## src/rtl/shift_rows_stream.sv

```systemverilog
// shift_rows_stream: LANES x 128-bit AES ShiftRows/InvShiftRows into an output FIFO (optional counters: SHIFT_ROWS_STREAM_PERF_EN).
// Latency: beat visible the cycle after it is accepted; sustains 1 beat/cycle while out_ready is high.
// Backpressure: in_ready drops when the FIFO is full or flushing; a same-cycle pop does not reopen a full FIFO.

// sync_fifo: generic power-of-two FIFO with occupancy count and synchronous flush.
// Latency: written entry visible at rdata the cycle after push; rdata reads zero when empty.
// Backpressure: caller must not push when full nor pop when empty.
module sync_fifo #(
  parameter int W     = 8,
  parameter int DEPTH = 2
) (
  input  logic                     clk,
  input  logic                     rst_n,
  input  logic                     flush,
  input  logic                     push,
  input  logic                     pop,
  input  logic [W-1:0]             wdata,
  output logic [W-1:0]             rdata,
  output logic [$clog2(DEPTH):0]   level,
  output logic                     full,
  output logic                     empty
);
  localparam int AW = $clog2(DEPTH);

  logic [W-1:0]  mem [DEPTH];
  logic [AW-1:0] wptr, rptr;

  assign full  = (level == (AW+1)'(DEPTH));
  assign empty = (level == '0);
  // Zero when empty so the head output has a defined reset/flush value without resetting the array.
  assign rdata = empty ? '0 : mem[rptr];

  always_ff @(posedge clk or negedge rst_n) begin
    if (!rst_n) begin
      wptr  <= '0;
      rptr  <= '0;
      level <= '0;
    end else if (flush) begin
      wptr  <= '0;
      rptr  <= '0;
      level <= '0;
    end else begin
      if (push) wptr <= wptr + AW'(1);
      if (pop)  rptr <= rptr + AW'(1);
      case ({push, pop})
        2'b10:   level <= level + (AW+1)'(1);
        2'b01:   level <= level - (AW+1)'(1);
        default: level <= level;
      endcase
    end
  end

  always_ff @(posedge clk) begin
    if (push && !flush) mem[wptr] <= wdata;
  end
endmodule

module shift_rows_stream #(
  parameter int LANES = 1,
  parameter int DEPTH = 2,
  parameter int TAG_W = 4
) (
  input  logic                     clk,
  input  logic                     rst_n,
  input  logic                     flush,
  input  logic                     in_valid,
  output logic                     in_ready,
  input  logic                     in_inv,
  input  logic [TAG_W-1:0]         in_tag,
  input  logic [128*LANES-1:0]     in_state,
  output logic                     out_valid,
  input  logic                     out_ready,
  output logic [TAG_W-1:0]         out_tag,
  output logic [128*LANES-1:0]     out_state,
  output logic [$clog2(DEPTH):0]   level
`ifdef SHIFT_ROWS_STREAM_PERF_EN
  ,
  output logic [31:0]              perf_beats,
  output logic [31:0]              perf_stall
`endif
);
  typedef struct packed {
    logic [TAG_W-1:0]     tag;
    logic [128*LANES-1:0] state;
  } beat_t;

  beat_t wr_beat, rd_beat;
  logic  push, pop, full, empty;

  // Row r sits at lane bits [127-32r -: 32]; rotations are in whole bytes.
  function automatic logic [127:0] shift_lane(input logic [127:0] s, input logic inv);
    logic [31:0] r0, r1, r2, r3;
    r0 = s[127:96];
    r1 = s[95:64];
    r2 = s[63:32];
    r3 = s[31:0];
    r2 = {r2[15:0], r2[31:16]};
    if (inv) begin
      r1 = {r1[7:0],  r1[31:8]};
      r3 = {r3[23:0], r3[31:24]};
    end else begin
      r1 = {r1[23:0], r1[31:24]};
      r3 = {r3[7:0],  r3[31:8]};
    end
    return {r0, r1, r2, r3};
  endfunction

  always_comb begin
    wr_beat     = '0;
    wr_beat.tag = in_tag;
    for (int i = 0; i < LANES; i++)
      wr_beat.state[128*i +: 128] = shift_lane(in_state[128*i +: 128], in_inv);
  end

  assign in_ready  = !full && !flush;
  assign push      = in_valid && in_ready;
  assign out_valid = !empty;
  assign pop       = out_valid && out_ready;
  assign out_tag   = rd_beat.tag;
  assign out_state = rd_beat.state;

  sync_fifo #(
    .W     ($bits(beat_t)),
    .DEPTH (DEPTH)
  ) u_fifo (
    .clk   (clk),
    .rst_n (rst_n),
    .flush (flush),
    .push  (push),
    .pop   (pop),
    .wdata (wr_beat),
    .rdata (rd_beat),
    .level (level),
    .full  (full),
    .empty (empty)
  );

`ifdef SHIFT_ROWS_STREAM_PERF_EN
  always_ff @(posedge clk or negedge rst_n) begin
    if (!rst_n) begin
      perf_beats <= '0;
      perf_stall <= '0;
    end else if (flush) begin
      perf_beats <= '0;
      perf_stall <= '0;
    end else begin
      if (pop && (perf_beats != 32'hFFFF_FFFF))
        perf_beats <= perf_beats + 32'd1;
      if (out_valid && !out_ready && (perf_stall != 32'hFFFF_FFFF))
        perf_stall <= perf_stall + 32'd1;
    end
  end
`endif
endmodule

```

## config.mk

```make
export PLATFORM = sky130hd
export DESIGN_NAME = shift_rows_stream
export DESIGN_NICKNAME = d
export VERILOG_FILES = /design/src/rtl/shift_rows_stream.sv
export SDC_FILE = /design/constraint.sdc
export NUM_CORES = 1
export LEC_CHECK = 0
export CAP_MARGIN = 20
export CORE_UTILIZATION = 49
export CTS_BUF_LIST = sky130_fd_sc_hd__clkbuf_16
export DETAILED_ROUTE_END_ITERATION = 8
export PLACE_DENSITY_LB_ADDON = 0.25
export REMOVE_ABC_BUFFERS = 1
export SLEW_MARGIN = 20
export SYNTH_ARGS = -nofsm -noshare
export SYNTH_HDL_FRONTEND = slang
export SYNTH_SLANG_ARGS = --single-unit
```

## constraint.sdc

```tcl
create_clock -name clk -period 16.05 [get_ports clk]
set_input_delay 2.4075 -clock clk [delete_from_list [all_inputs] [get_ports clk]]
set_output_delay 2.4075 -clock clk [all_outputs]
set_load 0.01 [all_outputs]
```

==> summary.md <==
| Metric | Value |
|---|---|
| Status | `complete, no violations` |
| Setup TNS | `0 ns` |
| Worst setup EP type | `primary output` |
| Total die area | `0.0230 sq mm` |
| Reg2reg start | `u_fifo.level[1]` |
| Clock Skew | `0.00525 ns` |
| Maximum buffer depth of the clock tree | `3` |
| Worst-Skew Late Latency | `0.52 ns` |
| CTS tree | `done` |
| #FFs+latches synth | `268` |
| CP max FO | `6` |
| # hold bufs at CTS | `0` |
| Endpoints failing hold | `0` |
| Crit share post-route | `between 30% and 40%` |
| Highest Clock Rate | `roughly 160 MHz` |
| Most frequent CP cell | `clkdlybuf4s50_1` |
| Congestion Overflow GR | `0` |
| Final Max Slew Viols | `0` |
| Resized Gates After CTS | `0` |
| Synth Warn # | `0` |
| Slew margin rel. | `33.7%` |
| CP Cell Sequence | `clkdlybuf4s50_1 -> nor2_1 -> clkdlybuf4s50_1` |
| Total routed wirelength | `22.4 mm` |
| Worst Setup SP | `flush` |
| Avg Inst Size Synth | `about 17 sq um` |
| CTS buffer count | `28` |
| Core area | `0.0219 sq mm` |
| # rows | `54` |
| Share of cells above drive strength 1 | `11.9%` |
| Hold Path Class | `flop to flop` |
| Synth-to-layout area growth | `34.5%` |
| Placed instance area | `0.0139 sq mm` |
| TritonRoute pass-1 iters | `4` |
| Leading cell type in the layout, fill and taps excluded | `clkdlybuf4s50_1` |
| GP Congestion | `0.725` |
| Max_cap viols | `0` |
| Most frequent cells in the layout | `clkdlybuf4s50_1, edfxtp_1, nor2_1` |
| Clk pin slew, worst setup/hold paths | `0.05 ns` |
| Sequential area share after synthesis | `73.2%` |
| Starting Density | `50.1%` |
| Initial antenna violation count | `0` |
| Die W | `152 um` |
| Cell Pwr Density | `111 mW/mm^2` |
| First-pass GRT wire length | `about 33 mm` |
| Crit path required time | `approximately 14 ns` |
| Clock Sinks | `268` |
| Design Area, Final | `0.0148 sq mm` |
| RSZ-0062 raised after global routing | `false` |
| Largest net degree at the start of global routing | `75` |
| Number of global-route vias before repair | `6152` |
| Unique cell type count in the Yosys netlist | `22` |
| H-tree depth | `1` |
| Min-delay src | `u_fifo.wptr` |
| Root Driver | `clkbuf_16` |
| Number of DRC markers in iteration 0 | `274` |
| Antenna viol nets, final | `0` |
| Die Y | `around 150 um` |
| DP HPWL | `13.8 mm` |
| CP peak stage delay | `~0.56 ns` |
| Slowest cell on the critical path | `clkdlybuf4s50_1` |
| Period minus WS final | `6.06 ns` |
| Leakage | `4.89 nW` |
| Diodes inserted | `0` |
| Post-Syn Instances | `between 600 and 700` |
| Io pins | `roughly 270` |
| Routed via count | `roughly 6300` |
| WP buf/inv | `2` |
| PortBufs | `273` |
| Routed length per instance | `between 15 and 20 um` |
| Mapped Area | `about 0.011 sq mm` |
| CP delay by family, top | `buffers and inverters` |
| Gr usage total | `a little under a fifth` |
| DR DRC count | `0` |
| Final setup violation count | `0` |
| Crit path launch type | `input pin` |
| Worst VDD drop | `about 0.000080 V` |
| Worst-margin pin slew | `0.995 ns` |
| Final net count | `approximately 1100` |
| Critical path class | `input pin to primary output` |
| Post CTS Setup Buffer Count | `0` |
| Vias/cell | `5.16` |
| CP arrival | `roughly 3.7 ns` |
[cells in the mapped netlist]
cell type,count,area (sq um)
edfxtp_1,264,7930
nor2_1,134,503
mux2i_1,133,1330
mux2_2,64,721
buf_2,14,70.1
buf_4,14,105
buf_6,8,90.1
a21oi_1,4,20.0
dfrtp_1,4,100
inv_1,2,7.51
o21ai_0,2,10.0
and3_1,1,6.26
and3b_1,1,8.76
nor2_2,1,6.26
nor2b_2,1,8.76
nor3b_1,1,7.51
nor4_1,1,6.26
o211ai_1,1,7.51
o21bai_1,1,7.51
or2_0,1,6.26
or3_1,1,6.26
xor2_1,1,8.76
[logic make-up after synthesis]
family                    share of synthesized area, %
AOI/OAI and AO/OA                                0.411
and+or+nand+nor                                   5.10
buffers and inverters                             2.49
xor gates and xnor gates                        0.0799
muxes                                             18.7
DFF                                               73.2
[layout make-up]
class / instances / area, sq um
sequential: 268 / 8030
multi-input combinational: 348 / 2680
timing repair buffer: 282 / 2800
clock inverter: 21 / 160
inverter: 2 / 7.51
tap: 280 / 350
fill: 1537 / 7140
clock buffer: 29 / 726
[metrics by stage]
step | hold WS, ns | total power [W] | std cells | utilization, % | setup WS (ns)
after global placement | 0.583 | 0.00103 | 1180 | 63.3 | 10.01
after detailed placement | 0.614 | 0.00104 | 1180 | 63.3 | 10.00
after floorplan | 0.530 | 0.000939 | 618 | - | 0.00243
after CTS | 0.620 | 0.00165 | 1230 | 67.4 | 10.00
final | 0.619 | 0.00164 | 1230 | 67.4 | 9.99
after global routing | 0.638 | 0.00169 | 1230 | 67.4 | 9.94
[registers in the layout, indices dropped and copies added, names as in the netlist]
signal / cells
u_fifo.mem: 264
u_fifo.level: 2
u_fifo.rptr: 1
u_fifo.wptr: 1
[layer usage]
metal  share of wire, %  routed length (um)  GRT usage [%]
met5                  0                   0              0
met4                1.7                 376           4.46
met3                9.8                2190           6.35
met2                 49               10900           31.5
met1                 40                8880           22.9
[path summary, 6_finish.rpt]
check	to	slack, ns	depth (start not counted)
worst max register to register	u_fifo.mem[1][69]	12.97	5
worst max-delay path	in_ready	9.99	3
max in group asynchronous	u_fifo.rptr	13.76	1
worst min-delay path	u_fifo.wptr	0.62	2
worst min register to register	u_fifo.wptr	0.62	2
min in group asynchronous	u_fifo.wptr	2.09	1
[where the power goes]
part | internal (W) | leakage [nW] | switching, W
sequential | 0.000802 | 2.47 | 0.0000111
clock | 0.000370 | 0.455 | 0.000246
combinational | 0.000113 | 1.96 | 0.0000945
total | 0.00129 | 4.89 | 0.000352
[worst min-delay path: stages (launching register included)]
cell and delay, ns:
dfrtp_1 0.41, o21ai_0 0.10, a21oi_1 0.07
Note: power is estimated with default switching activity, not from simulation.
